==> src/rtl/key_mode_sel.sv <==
// Debounced multi-key selector: per-key synchronizer + press FSM feeding a one-hot mode register.
// Optional auto-repeat is compiled in when KEY_REPEAT_EN is defined.
module key_mode_sel #(
    parameter  int unsigned NUM_KEYS    = 4,
    parameter  int unsigned CNT_MAX     = 999_999,
    parameter  int unsigned DEFAULT_SEL = 0,
    parameter  int unsigned LONG_CNT    = 49_999_999,
    parameter  int unsigned REPEAT_CNT  = 9_999_999,
    localparam int unsigned IDX_W       = (NUM_KEYS > 1) ? $clog2(NUM_KEYS) : 1
) (
    input  logic                sys_clk,
    input  logic                sys_rst,
    input  logic [NUM_KEYS-1:0] key_in,
    output logic [NUM_KEYS-1:0] press_pulse,
    output logic [NUM_KEYS-1:0] sel_onehot,
    output logic [IDX_W-1:0]    sel_idx,
    output logic                sel_chg
);

`ifdef KEY_REPEAT_EN
    localparam int unsigned CNT_HI12 = (CNT_MAX > LONG_CNT) ? CNT_MAX : LONG_CNT;
    localparam int unsigned CNT_TOP  = (CNT_HI12 > REPEAT_CNT) ? CNT_HI12 : REPEAT_CNT;
`else
    localparam int unsigned CNT_TOP  = CNT_MAX;
`endif
    localparam int unsigned CNT_W = (CNT_TOP > 1) ? $clog2(CNT_TOP) : 1;

    if (NUM_KEYS == 0 || NUM_KEYS > 16 || CNT_MAX < 2 || CNT_MAX > 32'd16_777_215 ||
        DEFAULT_SEL >= NUM_KEYS || LONG_CNT == 0 || REPEAT_CNT == 0) begin : g_bad_param
        $error("key_mode_sel: illegal parameter value");
    end

    typedef enum logic [1:0] {
        IDLE     = 2'd0,
        DEBOUNCE = 2'd1,
        HELD     = 2'd2
`ifdef KEY_REPEAT_EN
        ,
        REPEAT   = 2'd3
`endif
    } state_t;

    logic [NUM_KEYS-1:0] sync1_q, sync2_q;
    state_t              state_q [NUM_KEYS];
    state_t              state_d [NUM_KEYS];
    logic [CNT_W-1:0]    cnt_q   [NUM_KEYS];
    logic [CNT_W-1:0]    cnt_d   [NUM_KEYS];
    logic [NUM_KEYS-1:0] pulse_q, pulse_d;

    logic [NUM_KEYS-1:0] sel_oh_q, sel_oh_d;
    logic [IDX_W-1:0]    sel_idx_q, sel_idx_d;
    logic                sel_chg_q, sel_chg_d;
    logic                hit_c;
    logic [IDX_W-1:0]    pick_c;

    // Two-flop synchronizers; idle level of an active-low key is 1.
    always_ff @(posedge sys_clk) begin
        if (sys_rst) begin
            sync1_q <= '1;
            sync2_q <= '1;
        end else begin
            sync1_q <= key_in;
            sync2_q <= sync1_q;
        end
    end

    always_ff @(posedge sys_clk) begin
        if (sys_rst) begin
            for (int i = 0; i < NUM_KEYS; i++) begin
                state_q[i] <= IDLE;
                cnt_q[i]   <= '0;
            end
            pulse_q <= '0;
        end else begin
            for (int i = 0; i < NUM_KEYS; i++) begin
                state_q[i] <= state_d[i];
                cnt_q[i]   <= cnt_d[i];
            end
            pulse_q <= pulse_d;
        end
    end

    // Per-channel press FSM; release is taken immediately, press must hold for CNT_MAX cycles.
    always_comb begin
        pulse_d = '0;
        for (int i = 0; i < NUM_KEYS; i++) begin
            state_d[i] = state_q[i];
            cnt_d[i]   = cnt_q[i];
            case (state_q[i])
                IDLE: begin
                    cnt_d[i] = '0;
                    if (!sync2_q[i]) state_d[i] = DEBOUNCE;
                end
                DEBOUNCE: begin
                    if (sync2_q[i]) begin
                        state_d[i] = IDLE;
                        cnt_d[i]   = '0;
                    end else if (cnt_q[i] == CNT_W'(CNT_MAX - 1)) begin
                        pulse_d[i] = 1'b1;
                        cnt_d[i]   = '0;
                        state_d[i] = HELD;
                    end else begin
                        cnt_d[i] = cnt_q[i] + CNT_W'(1);
                    end
                end
                HELD: begin
                    if (sync2_q[i]) begin
                        state_d[i] = IDLE;
                        cnt_d[i]   = '0;
                    end
`ifdef KEY_REPEAT_EN
                    else if (cnt_q[i] == CNT_W'(LONG_CNT - 1)) begin
                        pulse_d[i] = 1'b1;
                        cnt_d[i]   = '0;
                        state_d[i] = REPEAT;
                    end else begin
                        cnt_d[i] = cnt_q[i] + CNT_W'(1);
                    end
`endif
                end
`ifdef KEY_REPEAT_EN
                REPEAT: begin
                    if (sync2_q[i]) begin
                        state_d[i] = IDLE;
                        cnt_d[i]   = '0;
                    end else if (cnt_q[i] == CNT_W'(REPEAT_CNT - 1)) begin
                        pulse_d[i] = 1'b1;
                        cnt_d[i]   = '0;
                    end else begin
                        cnt_d[i] = cnt_q[i] + CNT_W'(1);
                    end
                end
`endif
                default: begin
                    state_d[i] = IDLE;
                    cnt_d[i]   = '0;
                end
            endcase
        end
    end

    // Lowest-index pulsing channel wins the selection.
    always_comb begin
        hit_c  = 1'b0;
        pick_c = '0;
        for (int i = 0; i < NUM_KEYS; i++) begin
            if (pulse_q[i] && !hit_c) begin
                hit_c  = 1'b1;
                pick_c = IDX_W'(i);
            end
        end
    end

    always_comb begin
        sel_oh_d  = sel_oh_q;
        sel_idx_d = sel_idx_q;
        sel_chg_d = 1'b0;
        if (hit_c) begin
            sel_oh_d  = NUM_KEYS'(1) << pick_c;
            sel_idx_d = pick_c;
            sel_chg_d = (pick_c != sel_idx_q);
        end
    end

    always_ff @(posedge sys_clk) begin
        if (sys_rst) begin
            sel_oh_q  <= NUM_KEYS'(1) << DEFAULT_SEL;
            sel_idx_q <= IDX_W'(DEFAULT_SEL);
            sel_chg_q <= 1'b0;
        end else begin
            sel_oh_q  <= sel_oh_d;
            sel_idx_q <= sel_idx_d;
            sel_chg_q <= sel_chg_d;
        end
    end

    assign press_pulse = pulse_q;
    assign sel_onehot  = sel_oh_q;
    assign sel_idx     = sel_idx_q;
    assign sel_chg     = sel_chg_q;

endmodule

==> config.mk <==
export PLATFORM = sky130hd
export DESIGN_NAME = key_mode_sel
export DESIGN_NICKNAME = d
export VERILOG_FILES = /design/src/rtl/key_mode_sel.sv
export SDC_FILE = /design/constraint.sdc
export NUM_CORES = 1
export LEC_CHECK = 0
export ABC_AREA = 1
export CAP_MARGIN = 20
export CORE_MARGIN = 10
export CORE_UTILIZATION = 61
export DETAILED_ROUTE_END_ITERATION = 8
export GPL_ROUTABILITY_DRIVEN = 0
export PLACE_DENSITY = 0.83
export SYNTH_ARGS = -nofsm -noshare
export SYNTH_HDL_FRONTEND = slang
export SYNTH_SLANG_ARGS = --single-unit
export TNS_END_PERCENT = 20
==> constraint.sdc <==
create_clock -name sys_clk -period 1.55 [get_ports sys_clk]
set_input_delay 0.31 -clock sys_clk [delete_from_list [all_inputs] [get_ports sys_clk]]
set_output_delay 0.31 -clock sys_clk [all_outputs]
set_load 0.01 [all_outputs]
* After elaboration in Yosys (flattened, before gate mapping) *
Memories as Yosys holds them, arrays and structs flattened.
Index checks and enable logic that the tools add are counted.

storage, ports and cells
  memories = 2
  RAM bits = 88
  bits in registers = 19
  word-level logic and storage cells = 115

cells by class
  reductions and logical operators = 15
  add/subtract/negate cells = 4
  eq/ne operators = 13
  shift-type cells = 1
  bitwise gates (word level) = 13
  mux-type cells = 58

memories
  name     words  bits a word  rd ports  clocked after Yosys merged registers in  wr ports  RTL line  source
  cnt_q    4      20           4         0                                        4         46        logic [CNT_W-1:0] cnt_q [NUM_KEYS];
  state_q  4      2            4         0                                        4         44        state_t state_q [NUM_KEYS];

operators by type and width
  operator               number
  $mux 20                16
  $pmux 20 s2            4
  $add 20x1->20 const B  4
  $eq 20x20->1 const B   4
  $mux 2                 22
  $pmux 2 s3             4
  $mux 1                 12
  $reduce_or 3->1        4
  $eq 2x1->1 const B     4
  $eq 2x2->1 const B     4
  $logic_not 2->1        4
  $or 1x1->1             8
  $not 1->1              5
  $shl 1x2->4 const A    1
  $logic_and 1x1->1      3
  $logic_not 1->1        3
  $ne 2x2->1             1
  $reduce_or 2->1        1

* Logic depth before layout (Yosys ltp) *
Gate-level depths: netlist of run 1.

  word-level depth = 12
  depth in mapped cells = 11
  depth with buffers taken out = 11

* Worst setup path after synthesis of run 1 *
Ideal clock, no wire load.

  path type = register -> register
  start = mem cnt_q[2][0] (netlist bit)
  end = mem cnt_q[2][5] (netlist bit)
  cell stages (with the launch flop) = 11
  data required time = 1.433 ns
  clock period less this slack = 1.406 ns
  arrival time = 1.289 ns
  setup slack = 0.144 ns
  path buffers = 1
  library setup time = 0.117 ns
  path through = dfxtp_1 > inv_1 > ha_1 > inv_1 > nor2_1 > nand3_2 > nor2_4 > nor2_2 > o21ai_4 > buf_6 > nor2_1

RTL lines
  item         RTL line
  from (decl)  46

==> impl_metrics.ini, run 1 <==
[floorplanning]
io-pin-count = 17
die-height_microns = 115
start_util_pct = 62.6
dieArea_sq_um = 13100
rows = 34
core-area_sq_um = 8720
die_x_microns = 115

[clocking]
clock_path_buffers = 2
ctsHtreeMaxLevel = 3
clkSinkCount = 107
ctsHoldBuffers = 0
clock_latency_ns = 0.37
cts_tree = done
cts_root_buf = clkbuf_8
cts_buffers = 9
clkTransAtPathRegs_ns = 0.09

[finish]
final_area_sq_um = 6490
num-nets-final = 912
antenna_cells = 0
drive_gt1_share_pct = 15.9
final_cells = 1009
area_growth_pct = 18.8

[run]
drv_cap = 0

[worst_setup_path]
path_delay_family = simple AND/OR/NAND/NOR gates
r2r_slack_ns = 0.05
worstRegToRegCells = 10
rr_startpoint = cnt_q[3][0]
critPathRequiredTime_ns = 1.82
cp.arrival_ns = 1.77
worst-path-stages = 10
path_buf_inv = 2
cp-end-kind = flop
r2r_end = cnt_q[3][16]
crit_chain = inv_2 > ha_2 > nand2_1 > nor2_1 > nand4_1 > nand2_1 > nand2_2 > nand2_4 > clkbuf_16 > nor2_1
startpoint_type = flop
critical_path_class = reg -> reg
critPathSlowestCell = dfxtp_4
cpPeakStageDelay_ns = 0.37
crit_fanout = 7

[drt]
wl_met2_microns = 6760
num_vias = 5501
antenna_left = 0
drtIter0Drc = 528
routed_via_density = 5.45
drcViolationCount = 0
top_layer = met4
routedWlPerCell_microns = 13.1
wl_microns = 13200
met1_length_microns = 5530
firstDrtPassIters = 6
route.met3.wl_microns = 731

[placed_design]
place_inst = 990
dp_hpwl_microns = 9650
io_buffers = 16
placed_area_sq_um = 6120
dp_slack_ns = -0.0961

[yosys]
ys_seq_area_share_pct = 39.2
yosysWarnings = 0
synth_edf_count = 0
syn_nets = 837
synth-async-reset-ratio_pct = 0
synth_xor_xnor_area_share_pct = 5.45
synth_seq_cells = 107
syn_avg_cell_area_sq_um = 6.64
synthAdderAreaFrac_pct = 1.83
synth_compound_area_share_pct = 5.89
yosysUniqueCellTypes = 35
syn_area_sq_um = 5460
synth_top_family_by_area = simple AND/OR/NAND/NOR gates
synthFlopType = dfxtp_1
muxShareOfSynthArea_pct = 0
synthCells = 823
synth-simple-area-share_pct = 39.3

[sta]
worst_slew_pin_slew_ns = 0.439
finClkSkew_ns = 0.00871
finalSetupViolations = 0
drv_slew = 0
fin_tns_setup_ns = 0
rsz0062_at_grt = yes
maxSlewHeadroom_pct = 70.6
worst_slack_ns = 0.0520
worst_hold_slack_ns = 0.412
hold_violations = 0
layout_min_cycle_time_ns = 1.50
max_freq_mhz = 668
min_period_over_period_pct = 96.6

[pwr]
p_leak_nw = 2.68
ir_worst_vdd_uv = 445
power_density_nw_per_um2 = 672

[run_status]
status = finished clean

[hold_path]
hold_path_class = reg -> reg
hold_end = sync2_q[1]
worstHoldStart = sync1_q[1]
hold_depth = 1

[global_routing]
grt_pass1_wl_microns = 22200
grt_max_degree = 16
grt_util_all_layers_pct = 19.8
grt_pass1_vias = 5315
gr-total-overflow = 0
antenna_found_initial = 0
==> cells in the final DEF, fill, tap and decap left out, types with 5 or more instances in the layout <==
cell type / n
dfxtp_2: 14
or2_2: 12
nand2_1: 205
xor2_1: 30
buf_4: 52
nand3_1: 60
inv_1: 106
nand4_1: 28
dfxtp_1: 90
clkbuf_8: 10
o21ai_0: 25
nor3_1: 18
a21oi_1: 14
nor2_1: 138
dlygate4sd2_1: 10
clkdlybuf4s50_1: 5
nand2_2: 7
nor2_2: 16
==> where the power goes <==
part	switching [W]	internal, W
clock network	0.000904	0.000614
logic	0.0000456	0.0000367
registers	0.00000546	0.00275
==> worst reg2reg max path, cell delays in order (launching register included) <==
cell	delay (ns)
dfxtp_4	0.37
inv_2	0.06
ha_2	0.19
nand2_1	0.06
nor2_1	0.08
nand4_1	0.11
nand2_1	0.13
nand2_2	0.09
nand2_4	0.11
clkbuf_16	0.15
nor2_1	0.04
==> cell type report <==
| cell class | instances | area, sq um |
|---|---|---|
| Clock buffer | 12 | 145 |
| Clock inverter | 2 | 13.8 |
| Fill cell | 661 | 2230 |
| Inverter | 110 | 413 |
| Multi-Input combinational cell | 599 | 3010 |
| Sequential cell | 107 | 2170 |
| Tap cell | 108 | 135 |
| Timing Repair Buffer | 71 | 606 |
==> how the worst max path moves through the flow <==
stage / from / endpoint
after detailed placement: sys_rst / cnt_q[3][0]
after floorplan: cnt_q[2][0] / cnt_q[2][5]
final: cnt_q[3][0] / cnt_q[3][16]
after global routing: cnt_q[2][1] / cnt_q[2][16]
after global placement: sys_rst / cnt_q[1][1]
after CTS: cnt_q[3][0] / cnt_q[3][16]
==> synthesized netlist by cell type, drive strengths merged, types with 3 or more instances <==
cell	count	area, sq um
nand2	213	805
nor2	158	608
inv	110	413
dfxtp	107	2140
nand3	64	330
xor2	30	263
o21ai	29	156
nand4	28	175
nor3	20	105
a21oi	14	70.1
or2	12	75.1
ha	8	100
buf	4	28.8
clkbuf	4	15.0
o21bai	4	30.0
xnor2	4	35.0
a31oi	3	18.8
==> what timing repair did <==
| action | in CTS | in global routing |
|---|---|---|
| pin swaps | 0 | 12 |
| gates resized for setup | 17 | 58 |
| endpoints found under the hold margin | 0 | 0 |
| endpoints found under the setup margin | 20 | 70 |
| gates cloned | 0 | 2 |
| buffers inserted | 0 | 3 |
==> per-layer routing <==
| metal | vias up | global-route usage [%] |
|---|---|---|
| met1 | 2545 | 22.8 |
| met4 | 0 | 6.35 |
| met3 | 26 | 3.77 |
| met2 | 185 | 35.8 |
| met5 | - | 0 |
| li1 | 2745 | - |
==> sequential cells by signal (all words and copies together) (netlist names) <==
| signal | flops |
|---|---|
| press_pulse | 4 |
| sync1_q | 4 |
| cnt_q | 80 |
| state_q | 8 |
| sync2_q | 4 |
| sel_onehot | 4 |
| sel_idx | 2 |
| sel_chg | 1 |
==> cells by family after synthesis <==
| family | Yosys count |
|---|---|
| and+or+nand+nor | 500 |
| buffers and inverters | 118 |
| DFF | 107 |
| AOI/OAI and AO/OA | 56 |
| xor gates and xnor gates | 34 |
| adders and majority gates | 8 |
==> stage by stage <==
stage	power [W]	utilization, %
2_1_floorplan	0.00287	-
3_3_place_gp	0.00290	70.2
3_5_place_dp	0.00290	70.2
4_1_cts	0.00437	72.1
5_1_grt	0.00449	74.4
6_report	0.00436	74.4
Note: power is estimated with default switching activity, not from simulation.
==> run 2: changes to the inputs <==
--- a/config.mk
+++ b/config.mk
@@ -10,8 +10,8 @@
 export CORE_MARGIN = 10
 export CORE_UTILIZATION = 61
 export DETAILED_ROUTE_END_ITERATION = 8
-export GPL_ROUTABILITY_DRIVEN = 0
-export PLACE_DENSITY = 0.83
+export GPL_ROUTABILITY_DRIVEN = 1
+export PLACE_DENSITY = 0.77
 export SYNTH_ARGS = -nofsm -noshare
 export SYNTH_HDL_FRONTEND = slang
 export SYNTH_SLANG_ARGS = --single-unit
==> run 2 against run 1 <==
Critical path depth stayed put; first-iteration DRC count decreased by 30%; routed wire length shrank 3.2%; sequential cell count stayed put; worst hold slack better by 0.0088 ns; utilization up 1.1 points; global-route usage decreased by 0.28 points; power increased by 5.1%; worst setup slack got worse by 0.0078 ns; die area is the same; largest cell class unchanged.
==> impl_metrics.ini, run 2 (same netlist as run 1, synthesis figures left out) <==
[drt]
num_vias = 5332
wl_microns = 12800
firstDrtPassIters = 5
drtIter0Drc = 371
antenna_left = 0
routed_via_density = 5.27
drcViolationCount = 0
routedWlPerCell_microns = 12.6

[global_routing]
antenna_found_initial = 0
gr-total-overflow = 0
grt_pass1_wl_microns = 22000
grt_util_all_layers_pct = 19.5
grt_pass1_vias = 5146
grt_max_degree = 19

[hold_path]
hold_end = sync2_q[0]
hold_path_class = reg -> reg
worstHoldStart = sync1_q[0]
hold_depth = 1

[pwr]
power_density_nw_per_um2 = 696
ir_worst_vdd_uv = 495
p_leak_nw = 2.72
total_power_w = 0.00458

[finish]
num-nets-final = 913
area_growth_pct = 20.6
final_cell_mix = nand2_1 (205), nor2_1 (136), inv_1 (105), dfxtp_1 (85), nand3_1 (58)
final_core_util_pct = 75.5
n_fill_cell = 685
largest_reg_flops = 80
antenna_cells = 0
drive_gt1_share_pct = 17.8
reg_top3 = cnt_q: 80 flops, state_q: 8 flops
final_common_cell = nand2_1
top_register = cnt_q

[sta]
layout_min_cycle_time_ns = 1.51
max_freq_mhz = 664
rsz0062_at_grt = yes
hold_violations = 0
min_period_over_period_pct = 97.2
finClkSkew_ns = 0.0106
worst_slack_ns = 0.0441
worst_slew_pin_slew_ns = 0.388
drv_slew = 0
maxSlewHeadroom_pct = 73.9
worst_hold_slack_ns = 0.421
finalSetupViolations = 0

[floorplanning]
start_util_pct = 62.6
dieArea_sq_um = 13100
die-height_microns = 115
io-pin-count = 17
rows = 34
die_x_microns = 115
core-area_sq_um = 8720

[clocking]
cts_tree = done
clkTransAtPathRegs_ns = 0.11
clock_path_buffers = 2
clkSinkCount = 107
clock_latency_ns = 0.36
cts_root_buf = clkbuf_8
ctsHtreeMaxLevel = 3
cts_buffers = 9

[worst_setup_path]
path_delay_family = simple AND/OR/NAND/NOR gates
critPathSlowestCell = dfxtp_2
path_buf_inv = 3
critical_path_class = reg -> reg
r2r_end = cnt_q[2][6]
cpPeakStageDelay_ns = 0.35
crit_fanout = 6
cp-end-kind = flop
startpoint_type = flop
critPathRequiredTime_ns = 1.81
cp.arrival_ns = 1.77
worstRegToRegCells = 10
rr_startpoint = cnt_q[2][0]
r2r_slack_ns = 0.04
crit_chain = inv_2 > ha_4 > inv_2 > nor2_2 > nand3_2 > nor2_4 > nor2_4 > o21ai_4 > clkbuf_16 > nor2_1

[placed_design]
io_buffers = 16
place_congestion = 0.928
dp_hpwl_microns = 9430
dp_slack_ns = -0.172

[run]
drv_cap = 0

[run_status]
status = finished clean
## run 2: cell types whose count changed in the layout (fill, tap and decap cells not counted), sizes merged
cell	change
inv	+1
nand2	-1
bufinv	+1
clkinvlp	+1
buf	+2
clkbuf	-3
clkinv	+2
## run 2: layout make-up
class / instances / area (sq um) / area share, %
multi-input combinational: 598 / 3030 / 46.0
sequential: 107 / 2170 / 33.0
timing repair buffer: 73 / 633 / 9.61
inverter: 110 / 413 / 6.27
tap: 108 / 135 / 2.05
clock buffer: 9 / 124 / 1.88
clock inverter: 7 / 77.6 / 1.18
## run 2: worst max-delay path by stage
stage / to / slack (ns) / startpoint / depth (start not counted)
2_1_floorplan: cnt_q[2][5] / 0.14 / cnt_q[2][0] / 10
3_3_place_gp: cnt_q[1][1] / -0.08 / sys_rst / 5
3_5_place_dp: cnt_q[1][1] / -0.17 / sys_rst / 5
4_1_cts: cnt_q[3][16] / -0.01 / cnt_q[3][1] / 9
5_1_grt: cnt_q[2][19] / -0.05 / cnt_q[2][2] / 11
6_report: cnt_q[2][6] / 0.04 / cnt_q[2][0] / 10
## run 2: repair_timing
action / 4_1_cts / 5_1_grt
cloned: 0 / 1
endpoints found under the setup margin: 24 / 69
hold buffers: 0 / 0
setup buffers: 0 / 5
pin swaps: 0 / 16
gates resized for setup: 14 / 71
## run 2: report_power, final
part | total, W | switching (W) | internal (W)
sequential | 0.00276 | 0.00000575 | 0.00276
clock | 0.00174 | 0.000978 | 0.000759
combinational | 0.0000814 | 0.0000433 | 0.0000381
## run 2: routing by layer
metal	wire length [microns]	GRT usage (%)
met5	0	0
met4	146	4.93
met3	465	4.04
met2	6430	34.5
met1	5740	23.5
## run 2: per-stage QoR
stage	setup TNS (ns)	area, sq um	std cells
after global placement	-1.05	6130	990
after floorplan	0	5460	823
after CTS	-0.0168	6330	1006
final	0	6590	1012
after global routing	-0.701	6590	1012
after detailed placement	-2.51	6130	990
==> run 3: changes to the inputs <==
--- a/config.mk
+++ b/config.mk
@@ -8,10 +8,10 @@
 export ABC_AREA = 1
 export CAP_MARGIN = 20
 export CORE_MARGIN = 10
-export CORE_UTILIZATION = 61
+export CORE_UTILIZATION = 56
 export DETAILED_ROUTE_END_ITERATION = 8
 export GPL_ROUTABILITY_DRIVEN = 1
-export PLACE_DENSITY = 0.77
+export PLACE_DENSITY = 0.75
 export SYNTH_ARGS = -nofsm -noshare
 export SYNTH_HDL_FRONTEND = slang
 export SYNTH_SLANG_ARGS = --single-unit
==> constraint.sdc (replaced) <==
create_clock -name sys_clk -period 1.3 [get_ports sys_clk]
set_input_delay 0.26 -clock sys_clk [delete_from_list [all_inputs] [get_ports sys_clk]]
set_output_delay 0.26 -clock sys_clk [all_outputs]
set_load 0.02 [all_outputs]
==> run 3 against run 2 <==
The flow now finishes with violations (setup timing); routed wire length grew 54%; global-route usage rose by 2.6 points; largest power group unchanged; utilization is 11 points higher; clock skew grew 0.0012 ns; non-clock buffer count grew 119.
==> impl_metrics.ini, run 3 (same netlist as run 1, synthesis figures left out) <==
[pwr]
total_power_w = 0.00556
p_leak_nw = 3.35
power_density_nw_per_um2 = 685
ir_worst_vdd_uv = 981

[drt]
num_vias = 6609
routedWlPerCell_microns = 17.1
antenna_left = 0
routed_via_density = 5.73
firstDrtPassIters = 6
wl_microns = 19700
drtIter0Drc = 758
drcViolationCount = 0

[global_routing]
grt_pass1_vias = 6050
antenna_found_initial = 0
grt_util_all_layers_pct = 22.1
grt_pass1_wl_microns = 26800
gr-total-overflow = 0
grt_max_degree = 18

[clocking]
cts_tree = done
cts_root_buf = clkbuf_8
clkTransAtPathRegs_ns = 0.11
clkSinkCount = 107
ctsHoldBuffers = 0
ctsHtreeMaxLevel = 3
cts_buffers = 9
clock_path_buffers = 2
clock_latency_ns = 0.39

[finish]
final_cell_mix = nand2_1 (182), buf_4 (155), nor2_1 (98), inv_1 (92), dfxtp_1 (76)
area_growth_pct = 48.7
antenna_cells = 0
drive_gt1_share_pct = 39.5
n_fill_cell = 513
largest_reg_flops = 80
final_area_sq_um = 8120
num-nets-final = 1033
final_common_cell = nand2_1
top_register = cnt_q
reg_top3 = cnt_q: 80 flops, state_q: 8 flops

[sta]
rsz0062_at_grt = yes
worst_hold_slack_ns = 0.426
hold_violations = 0
worst_slack_ns = -0.313
fin_tns_setup_ns = -10.39
finClkSkew_ns = 0.0118
min_period_over_period_pct = 124
max_freq_mhz = 620
drv_slew = 0
finalSetupViolations = 84
maxSlewHeadroom_pct = 74.2
layout_min_cycle_time_ns = 1.61
worst_slew_pin_slew_ns = 0.384

[worst_setup_path]
critPathSlowestCell = dfxtp_1
startpoint_type = flop
cp.arrival_ns = 1.90
cpPeakStageDelay_ns = 0.37
crit_fanout = 2
critical_path_class = reg -> reg
critPathRequiredTime_ns = 1.59
crit_chain = buf_4 > nand2_1 > inv_1 > nand3_1 > nor3_1 > nand4_1 > nand2_2 > nor2_1
cp-end-kind = flop

[run]
drv_cap = 0

[floorplanning]
start_util_pct = 58.3
dieArea_sq_um = 14100
die-height_microns = 119
core-area_sq_um = 9370
rows = 35
io-pin-count = 17
die_x_microns = 119

[placed_design]
io_buffers = 16
place_congestion = 0.895
dp_hpwl_microns = 11100
placed_area_sq_um = 7000

[run_status]
violations = setup timing
status = complete, but fails checks

[hold_path]
hold_path_class = reg -> reg
## run 3: changes by cell type in the layout (fill, tap and decap cells not counted), sizes merged
cell	delta
inv	-1
clkdlybuf4s15	+2
dlymetal6s2s	-1
nand2	+1
dlygate4sd2	-10
buf	+129
## run 3: worst max-delay path, delay by kind of cell (launching register included)
family	cells	cell delay, ns
simple gates	6	0.90
flops	1	0.37
buf+inv	2	0.24
## run 3: layer usage
layer,track usage [%],up-vias,part of all wire (%)
met1,24.0,3103,36
met5,0,-,0
met2,41.7,383,51
met3,4.14,139,7.2
met4,7.25,0,5.5
li1,-,2984,-
## run 3: where the power goes
group	switching (W)	internal (W)	total, W
sequential	0.00000767	0.00327	0.00328
clock	0.00119	0.000944	0.00214
combinational	0.0000800	0.0000662	0.000146
## run 3: metrics by stage
stage	setup slack [ns]	utilization, %	instances
2_1_floorplan	-0.0506	-	823
3_3_place_gp	-0.250	74.7	1121
3_5_place_dp	-0.345	74.7	1121
4_1_cts	-0.141	80.6	1142
5_1_grt	-0.325	86.7	1153
6_report	-0.313	86.7	1153
## run 3: path summary, 6_finish.rpt
path                            cells after the start  slack [ns]    startpoint           end
worst max-delay path                                8       -0.31  cnt_q[0][12]  cnt_q[0][18]
worst max register to register                      8       -0.31  cnt_q[0][12]  cnt_q[0][18]
worst min-delay path                                1        0.43    sync1_q[3]    sync2_q[3]
worst min register to register                      1        0.43    sync1_q[3]    sync2_q[3]
## run 3: area by class of cell
class	count	area [sq um]	share of cell area, %
Sequential cell	107	2200	27.1
Inverter	110	433	5.33
Timing Repair Buffer	192	1530	18.8
Multi-Input combinational cell	599	3590	44.3
Tap cell	129	161	1.99
Clock buffer	10	138	1.69
Clock inverter	6	65.1	0.801
## run 3: what timing repair did
| action | 4_1_cts | 5_1_grt |
|---|---|---|
| endpoints found under the setup margin | 91 | 94 |
| gates cloned | 1 | 1 |
| setup buffers | 4 | 13 |
| hold endpoints to repair | 0 | 0 |
| pin swaps | 37 | 59 |
| resized for setup | 145 | 156 |
